$ cat src/rtl/my_axi_pkg.sv
// Shared types for the sram-like to AXI3 arbiter.
// Request/response bundles, AXI channel structs, FSM states.
package my_axi_pkg;

  localparam logic [3:0] AXI_LEN   = 4'd0;
  localparam logic [1:0] AXI_BURST = 2'b01;

  typedef struct packed {
    logic        req;
    logic        wr;
    logic [1:0]  size;
    logic [31:0] addr;
    logic [31:0] wdata;
  } sram_req_t;

  typedef struct packed {
    logic        addr_ok;
    logic        data_ok;
    logic [31:0] rdata;
  } sram_rsp_t;

  typedef struct packed {
    logic [3:0]  id;
    logic [31:0] addr;
    logic [2:0]  size;
    logic        valid;
  } axi_ar_t;

  typedef struct packed {
    logic [3:0]  id;
    logic [31:0] data;
    logic        last;
    logic        valid;
  } axi_r_t;

  typedef struct packed {
    logic [3:0]  id;
    logic [31:0] addr;
    logic [2:0]  size;
    logic        valid;
  } axi_aw_t;

  typedef struct packed {
    logic [31:0] data;
    logic [3:0]  strb;
    logic        last;
    logic        valid;
  } axi_w_t;

  typedef enum logic [1:0] {
    R_IDLE,
    R_AR,
    R_WAIT
  } rd_state_e;

  typedef enum logic [1:0] {
    W_IDLE,
    W_REQ,
    W_RESP
  } wr_state_e;

  // Size 3 is not a legal sram size; it behaves as a word.
  function automatic logic [2:0] axsize_f(input logic [1:0] size);
    return (size == 2'd3) ? 3'd2 : {1'b0, size};
  endfunction

  function automatic logic [3:0] wstrb_f(input logic [1:0] size,
                                         input logic [1:0] a);
    case (size)
      2'd0:    return 4'b0001 << a;
      2'd1:    return 4'b0011 << {a[1], 1'b0};
      default: return 4'b1111;
    endcase
  endfunction

endpackage

$ cat src/rtl/axi_write_ctrl.sv
// Write-channel FSM for the data port.
// Drives AW/W together, waits for B, then reports data_ok.
module axi_write_ctrl
  import my_axi_pkg::*;
#(
  parameter logic [3:0] DATA_ID = 4'd1
) (
  input  logic      clk,
  input  logic      rst,
  input  sram_req_t data_req,
  input  logic      rd_data_busy,
  output logic      wr_addr_ok,
  output logic      wr_data_ok,
  output logic      wr_idle,
  output axi_aw_t   aw,
  input  logic      awready,
  output axi_w_t    w,
  input  logic      wready,
  input  logic      bvalid,
  output logic      bready
);

  wr_state_e   state_q, state_d;
  logic [31:0] addr_q, addr_d;
  logic [31:0] wdata_q, wdata_d;
  logic [1:0]  size_q, size_d;
  logic        aw_pend_q, aw_pend_d;
  logic        w_pend_q, w_pend_d;

  // State and latched write fields.
  always_ff @(posedge clk) begin
    if (rst) begin
      state_q   <= W_IDLE;
      addr_q    <= '0;
      wdata_q   <= '0;
      size_q    <= '0;
      aw_pend_q <= 1'b0;
      w_pend_q  <= 1'b0;
    end else begin
      state_q   <= state_d;
      addr_q    <= addr_d;
      wdata_q   <= wdata_d;
      size_q    <= size_d;
      aw_pend_q <= aw_pend_d;
      w_pend_q  <= w_pend_d;
    end
  end

  // Accept, AW/W handshakes tracked independently, B response.
  always_comb begin
    state_d    = state_q;
    addr_d     = addr_q;
    wdata_d    = wdata_q;
    size_d     = size_q;
    aw_pend_d  = aw_pend_q;
    w_pend_d   = w_pend_q;
    wr_addr_ok = 1'b0;
    wr_data_ok = 1'b0;
    bready     = 1'b0;
    unique case (state_q)
      W_IDLE: begin
        if (data_req.req && data_req.wr && !rd_data_busy) begin
          wr_addr_ok = 1'b1;
          addr_d     = data_req.addr;
          wdata_d    = data_req.wdata;
          size_d     = data_req.size;
          aw_pend_d  = 1'b1;
          w_pend_d   = 1'b1;
          state_d    = W_REQ;
        end
      end
      W_REQ: begin
        if (awready) aw_pend_d = 1'b0;
        if (wready)  w_pend_d  = 1'b0;
        if (!aw_pend_d && !w_pend_d) state_d = W_RESP;
      end
      W_RESP: begin
        bready = 1'b1;
        if (bvalid) begin
          wr_data_ok = 1'b1;
          state_d    = W_IDLE;
        end
      end
      default: state_d = W_IDLE;
    endcase
  end

  // AXI write address/data channel fields.
  always_comb begin
    aw       = '0;
    aw.id    = DATA_ID;
    aw.addr  = addr_q;
    aw.size  = axsize_f(size_q);
    aw.valid = aw_pend_q;
    w        = '0;
    w.data   = wdata_q;
    w.strb   = wstrb_f(size_q, addr_q[1:0]);
    w.last   = 1'b1;
    w.valid  = w_pend_q;
  end

  assign wr_idle = (state_q == W_IDLE);

endmodule

$ cat src/rtl/sram_axi_arbiter.sv
// Shares one AXI3 master between inst-fetch and data sram ports.
// Reads arbitrated here (data first); writes in axi_write_ctrl.
module sram_axi_arbiter
  import my_axi_pkg::*;
#(
  parameter logic [3:0] INST_ID = 4'd0,
  parameter logic [3:0] DATA_ID = 4'd1
) (
  input  logic      clk,
  input  logic      rst,
  input  sram_req_t inst_req,
  output sram_rsp_t inst_rsp,
  input  sram_req_t data_req,
  output sram_rsp_t data_rsp,
  output axi_ar_t   ar,
  input  logic      arready,
  input  axi_r_t    r,
  output logic      rready,
  output axi_aw_t   aw,
  input  logic      awready,
  output axi_w_t    w,
  input  logic      wready,
  input  logic      bvalid,
  output logic      bready
);

  rd_state_e   rd_state_q, rd_state_d;
  logic [31:0] ar_addr_q, ar_addr_d;
  logic [2:0]  ar_size_q, ar_size_d;
  logic [3:0]  ar_id_q, ar_id_d;

  logic wr_addr_ok, wr_data_ok, wr_idle;
  logic rd_data_busy, data_rd_req;
  logic inst_rd_aok, data_rd_aok;
  logic inst_rd_dok, data_rd_dok;
  logic unused_inst;

  assign unused_inst  = ^{inst_req.wr, inst_req.size, inst_req.wdata};
  assign data_rd_req  = data_req.req && !data_req.wr;
  assign rd_data_busy = (rd_state_q != R_IDLE) && (ar_id_q == DATA_ID);

  axi_write_ctrl #(
    .DATA_ID(DATA_ID)
  ) u_wr (
    .clk          (clk),
    .rst          (rst),
    .data_req     (data_req),
    .rd_data_busy (rd_data_busy),
    .wr_addr_ok   (wr_addr_ok),
    .wr_data_ok   (wr_data_ok),
    .wr_idle      (wr_idle),
    .aw           (aw),
    .awready      (awready),
    .w            (w),
    .wready       (wready),
    .bvalid       (bvalid),
    .bready       (bready)
  );

  // Read FSM state and latched AR fields.
  always_ff @(posedge clk) begin
    if (rst) begin
      rd_state_q <= R_IDLE;
      ar_addr_q  <= '0;
      ar_size_q  <= '0;
      ar_id_q    <= '0;
    end else begin
      rd_state_q <= rd_state_d;
      ar_addr_q  <= ar_addr_d;
      ar_size_q  <= ar_size_d;
      ar_id_q    <= ar_id_d;
    end
  end

  // Grant (data over inst, data held off during writes), AR, R routing.
  always_comb begin
    rd_state_d  = rd_state_q;
    ar_addr_d   = ar_addr_q;
    ar_size_d   = ar_size_q;
    ar_id_d     = ar_id_q;
    inst_rd_aok = 1'b0;
    data_rd_aok = 1'b0;
    inst_rd_dok = 1'b0;
    data_rd_dok = 1'b0;
    rready      = 1'b0;
    unique case (rd_state_q)
      R_IDLE: begin
        if (data_rd_req && wr_idle) begin
          data_rd_aok = 1'b1;
          ar_addr_d   = data_req.addr;
          ar_size_d   = axsize_f(data_req.size);
          ar_id_d     = DATA_ID;
          rd_state_d  = R_AR;
        end else if (inst_req.req && !wr_addr_ok) begin
          inst_rd_aok = 1'b1;
          ar_addr_d   = inst_req.addr;
          ar_size_d   = 3'd2;
          ar_id_d     = INST_ID;
          rd_state_d  = R_AR;
        end
      end
      R_AR: begin
        if (arready) rd_state_d = R_WAIT;
      end
      R_WAIT: begin
        rready = 1'b1;
        if (r.valid && r.last) begin
          if (r.id == INST_ID) begin
            inst_rd_dok = 1'b1;
            rd_state_d  = R_IDLE;
          end else if (r.id == DATA_ID) begin
            data_rd_dok = 1'b1;
            rd_state_d  = R_IDLE;
          end
        end
      end
      default: rd_state_d = R_IDLE;
    endcase
  end

  // Output bundles.
  always_comb begin
    ar               = '0;
    ar.id            = ar_id_q;
    ar.addr          = ar_addr_q;
    ar.size          = ar_size_q;
    ar.valid         = (rd_state_q == R_AR);
    inst_rsp         = '0;
    inst_rsp.addr_ok = inst_rd_aok;
    inst_rsp.data_ok = inst_rd_dok;
    inst_rsp.rdata   = r.data;
    data_rsp         = '0;
    data_rsp.addr_ok = data_rd_aok | wr_addr_ok;
    data_rsp.data_ok = data_rd_dok | wr_data_ok;
    data_rsp.rdata   = r.data;
  end

  a_rid_known: assert property (@(posedge clk) disable iff (rst)
    (rd_state_q == R_WAIT && r.valid) |-> (r.id == INST_ID || r.id == DATA_ID));

endmodule
$ cat config.mk
export PLATFORM = sky130hd
export DESIGN_NAME = sram_axi_arbiter
export DESIGN_NICKNAME = d
export VERILOG_FILES = /design/src/rtl/my_axi_pkg.sv /design/src/rtl/axi_write_ctrl.sv /design/src/rtl/sram_axi_arbiter.sv
export SDC_FILE = /design/constraint.sdc
export NUM_CORES = 1
export LEC_CHECK = 0
export ABC_AREA = 1
export CAP_MARGIN = 20
export CORE_AREA = 2 2 144 146
export CTS_CLUSTER_SIZE = 25
export DETAILED_ROUTE_END_ITERATION = 10
export DIE_AREA = 0 0 146 148
export PLACE_DENSITY_LB_ADDON = 0.05
export SKIP_CTS_REPAIR_TIMING = 1
export SLEW_MARGIN = 20
export SYNTH_ARGS = -nofsm -noshare
export SYNTH_HDL_FRONTEND = slang
export SYNTH_SLANG_ARGS = --single-unit
$ cat constraint.sdc
create_clock -name clk -period 2 [get_ports clk]
set_clock_uncertainty 0.1 [all_clocks]
set_input_delay 0.4 -clock clk [delete_from_list [all_inputs] [get_ports clk]]
set_output_delay 0.4 -clock clk [all_outputs]
set_load 0.02 [all_outputs]
==> reports/summary.md, run 1 <==
The congestion estimate from routability-driven global placement came to 0.7797. The pin count of the biggest net entering global routing is 102. After layout, the worst path uses 99.90% of the clock period. The post-DP HPWL is 12410 µm. In the global route stage, overall resource usage came out at 15.34%. After global routing the overflow that remains totals 0. The path with the worst hold slack has its endpoint at u_wr.wdata_q[5].

The tools report the number of rows created at floorplan as 52. The logs give 4836 for the via count of the first global-routing pass and 0 for the antenna violation net count after detailed routing. Starting density of the core: 26.40%. The largest total area in the synthesized netlist belongs to sky130_fd_sc_hd__dfxtp_1. Dividing the detail-routed wire length by the instance count gives 14.04 µm.

Of the total power, the share spent switching nets is 31.82%. Setup repair after global routing could not meet its margin everywhere. After detailed routing, the number of remaining DRC violations is 0. The startpoint identified for the worst register-to-register timing path is u_wr.state_q[0].

The synthesized design devotes to its leading area cell type 40.48% of total area. Area used by multi-input combinational logic: 1933 µm². Critical path startpoint category: an input port. Final setup slack of the worst path: 0.001928 ns. After detailed routing, the total wire length is 16700 µm. The run gives 2139 as the filler cell count. Buffers placed on the I/O ports in this run total 226. Summing all placed instances gives a cell area of 7406 µm². The iteration count of the initial detailed-routing pass is 4, and the number of distinct library cells after synthesis is 27.

The area growth from synthesis to layout is 45.68%. The total power density per cell area was 780.7 nW/µm². For this design, the sink count on the clock tree is 107. The worst hold path was traced through 2 stages.

The share of the Yosys chip area taken by registers is 40.48%. Subtracting the final worst setup slack from the clock period gives 1.998 ns. Measured in cells, the most critical reg-to-reg path has a length of 10. In this run, CTS created clock tree buffers numbering 9.

The synthesized-area fraction occupied by ao, oa, aoi and oai cells is 14.35%. The tree is rooted in a sky130_fd_sc_hd__clkbuf_16. The worst setup path is of the input port to output pin kind.

For the maximum operating frequency, the log shows 0.5005 GHz. Yosys attributes the largest share of cell area to sky130_fd_sc_hd__dfxtp_1 40%, sky130_fd_sc_hd__buf_4 12%, sky130_fd_sc_hd__nand2_1 10%, sky130_fd_sc_hd__inv_1 7.9%, sky130_fd_sc_hd__o21ai_0 6.8%. Before CTS, the worst setup slack after placement is -0.5174 ns. A synthesized cell averages 6.944 µm².

Across all register-to-register paths, the minimum setup slack is 0.18 ns. The clock network burns 28.3% of the power. After the last flow step, the layout net total stands at 1096. After synthesis, the largest family of logic cells by area is buffers and inverters.

The peak ir drop on the vdd network was 0.3593 mV. The required time of the critical path was 1.50 ns; the y dimension of the die was 148 µm. The tools report the initial antenna violation count as 1.

The total of flip-flops plus latches after synthesis works out to 107. The internal portion of the total power is 4.103 mW. Class of the tightest hold or removal check: flop to flop. The post-layout utilization of the core was 38.47%. The clock latency of the later-clocked register in the worst-skew pair was 0.35 ns. The floorplan step defined a core boundary enclosing 20040 µm².

The die covers 21610 µm². From left edge to right edge, the die measures 146 µm. Area taken by flip-flops and latches: 2142 µm².

STA classifies the critical path endpoint as an output pin. No sink is reached through more buffers than the 2 on the longest clock path. The H-tree was split into 3 levels.

For the max-cap check violation count, the log shows 0. 0 antenna diodes ended up in the layout. In the synthesized netlist, mux cells make up 0% of the area. TritonCTS built the clock tree.

The largest fanout of any net on the critical path works out to 3. The number of warnings reported in the yosys synthesis log is 0. Summed over all nets, the switching power comes to 1.915 mW.

The capture instance of the worst register-to-register path was ar_addr_q[16]. The analysis attributes to cell leakage a power of 3.389 nW. Clock-pin slew was measured on the worst setup and hold paths at 0.07 ns. The run finished with clean final reports.

For the total number of vias, the log shows 4925. The origin of the worst min-delay path was u_wr.wdata_q[5]. The first global-routing pass estimated 26340 µm of wire. The adder-cell area share of the yosys netlist came out at 0%. The final-report max-slew violation count was 0; the xor/xnor share of the synthesized area was 0%. The proportion of power drawn by combinational gates was 30.8%; the final hold slack was 0.3424 ns. Synthesis produced 762 cells.

The number of vias per cell was 4.139; the total setup violations reported at the end of the flow was 0. The detailed router's first-iteration violation count was 200; the layout cell share with drive strength beyond 1 was 6.848%. 368 I/O pins were placed. Per report_power, the sequential group accounts for 40.9% of the total. Data arrival time of the critical path: 1.50 ns. Total power for the finished layout comes to 6.018 mW. After routing the design area is 7709 µm². The logs give 5291 µm² for the post-synthesis cell area and 0 for the number of hold-slack violations in the final timing report.

The basic-gate share of the synthesized area counting and, or, nand and nor cells is 21.19%.
[cell type report]
type                    count  share of cell area [%]
flip-flops and latches    107                   27.79
inverters                 114                   5.551
well taps                 270                   4.382
repair buffers            256                   33.68
clock inverters             3                  0.3246
multi-input cells         428                   25.08
clock buffers              12                   3.198
[per-layer routing]
layer	global-route usage, %	up-vias	wire length [µm]	share of wire [%]
met5	0	-	0	0
li1	-	2562	-	-
met4	5.243	0	274	1.6
met1	18.95	2194	7336	44
met3	5.000	32	1345	8.1
met2	25.26	137	7747	46
[cells by family after synthesis]
| group | count (synthesis) |
|---|---|
| flops | 107 |
| compound gates | 148 |
| other cells | 2 |
| buf+inv | 235 |
| simple gates | 270 |
[worst max-delay path: stages]
cell	delay, ns
sky130_fd_sc_hd__clkdlybuf4s50_1	0.41
sky130_fd_sc_hd__nor2_2	0.15
sky130_fd_sc_hd__nand3_1	0.12
sky130_fd_sc_hd__o31ai_2	0.22
sky130_fd_sc_hd__buf_4	0.19
[power by group through the flow]
| stage | Combinational [mW] | Clock [mW] | Sequential (mW) |
|---|---|---|---|
| finish | 1.85 | 1.70 | 2.46 |
| global route | 2.03 | 1.87 | 2.49 |
| CTS | 1.88 | 1.77 | 2.47 |
| detailed placement | 1.87 | 0 | 2.51 |
| global placement | 1.87 | 0 | 2.50 |
| floorplan | 0.891 | 0 | 2.75 |
[synthesized netlist by cell type]
master                     instances
sky130_fd_sc_hd__dfxtp_1         107
sky130_fd_sc_hd__o21ai_2           1
sky130_fd_sc_hd__inv_2             1
sky130_fd_sc_hd__nor2_2            1
sky130_fd_sc_hd__clkinv_1          2
sky130_fd_sc_hd__nand2_2           2
sky130_fd_sc_hd__buf_6             7
sky130_fd_sc_hd__nor2_4            1
sky130_fd_sc_hd__nand2_4           2
sky130_fd_sc_hd__nand3_1          37
sky130_fd_sc_hd__a21oi_1          69
sky130_fd_sc_hd__a211oi_1          2
sky130_fd_sc_hd__nand3_2           2
sky130_fd_sc_hd__a21oi_2           1
sky130_fd_sc_hd__o31ai_1           1
sky130_fd_sc_hd__nor3_1            2
sky130_fd_sc_hd__conb_1            2
sky130_fd_sc_hd__o21ai_0          72
sky130_fd_sc_hd__nand2_1         141
sky130_fd_sc_hd__buf_4            82
sky130_fd_sc_hd__inv_1           111
sky130_fd_sc_hd__o211ai_1          1
sky130_fd_sc_hd__nor2_1           81
sky130_fd_sc_hd__buf_2            15
sky130_fd_sc_hd__clkbuf_1         17
sky130_fd_sc_hd__a31oi_1           1
sky130_fd_sc_hd__nor2_8            1
[flip-flops by register name, summed over array words and instances, names as in the netlist]
| signal | count |
|---|---|
| u_wr.size_q | 2 |
| u_wr.aw_pend_q | 1 |
| ar_id_q | 1 |
| u_wr.wdata_q | 32 |
| u_wr.addr_q | 32 |
| u_wr.state_q | 2 |
| u_wr.w_pend_q | 1 |
| rd_state_q | 2 |
| ar_addr_q | 32 |
| ar_size_q | 2 |
[how the worst max path moves through the flow]
stage                         to  cells after the start     startpoint
floorplan           data_rsp[32]                      4  rd_state_q[1]
global placement    inst_rsp[33]                      7   data_req[67]
detailed placement  data_rsp[32]                      5          r[37]
CTS                 data_rsp[32]                      5          r[37]
global route        data_rsp[32]                      5          r[37]
finish              data_rsp[32]                      5          r[37]
[layout by cell type, fill, tap and decap left out, types with 3 or more instances in the layout]
| master | count |
|---|---|
| sky130_fd_sc_hd__inv_1 | 111 |
| sky130_fd_sc_hd__nor2_1 | 80 |
| sky130_fd_sc_hd__buf_12 | 7 |
| sky130_fd_sc_hd__clkbuf_16 | 9 |
| sky130_fd_sc_hd__dfxtp_1 | 107 |
| sky130_fd_sc_hd__a21oi_1 | 69 |
| sky130_fd_sc_hd__dlymetal6s2s_1 | 9 |
| sky130_fd_sc_hd__o21ai_0 | 72 |
| sky130_fd_sc_hd__buf_4 | 24 |
| sky130_fd_sc_hd__nand3_1 | 37 |
| sky130_fd_sc_hd__inv_2 | 3 |
| sky130_fd_sc_hd__conb_1 | 10 |
| sky130_fd_sc_hd__nand2_1 | 141 |
| sky130_fd_sc_hd__clkdlybuf4s50_1 | 213 |
[through the flow]
step,setup TNS [ns],cells
after detailed placement,-14.70,1174
final,0,1190
after global placement,-11.83,1174
after floorplan,0,770
after global routing,-0.09520,1190
after CTS,-2.913,1189
No activity file was read; power rests on OpenSTA's default activity.
==> run 2: changes to the inputs <==
--- a/config.mk
+++ b/config.mk
@@ -11,9 +11,10 @@
 export CTS_CLUSTER_SIZE = 25
 export DETAILED_ROUTE_END_ITERATION = 10
 export DIE_AREA = 0 0 146 148
+export HOLD_SLACK_MARGIN = 0.05
 export PLACE_DENSITY_LB_ADDON = 0.05
 export SKIP_CTS_REPAIR_TIMING = 1
-export SLEW_MARGIN = 20
+export SLEW_MARGIN = 10
 export SYNTH_ARGS = -nofsm -noshare
 export SYNTH_HDL_FRONTEND = slang
 export SYNTH_SLANG_ARGS = --single-unit
==> results of run 2 <==
Final layout, timing and power as in run 1 (identical DEF).
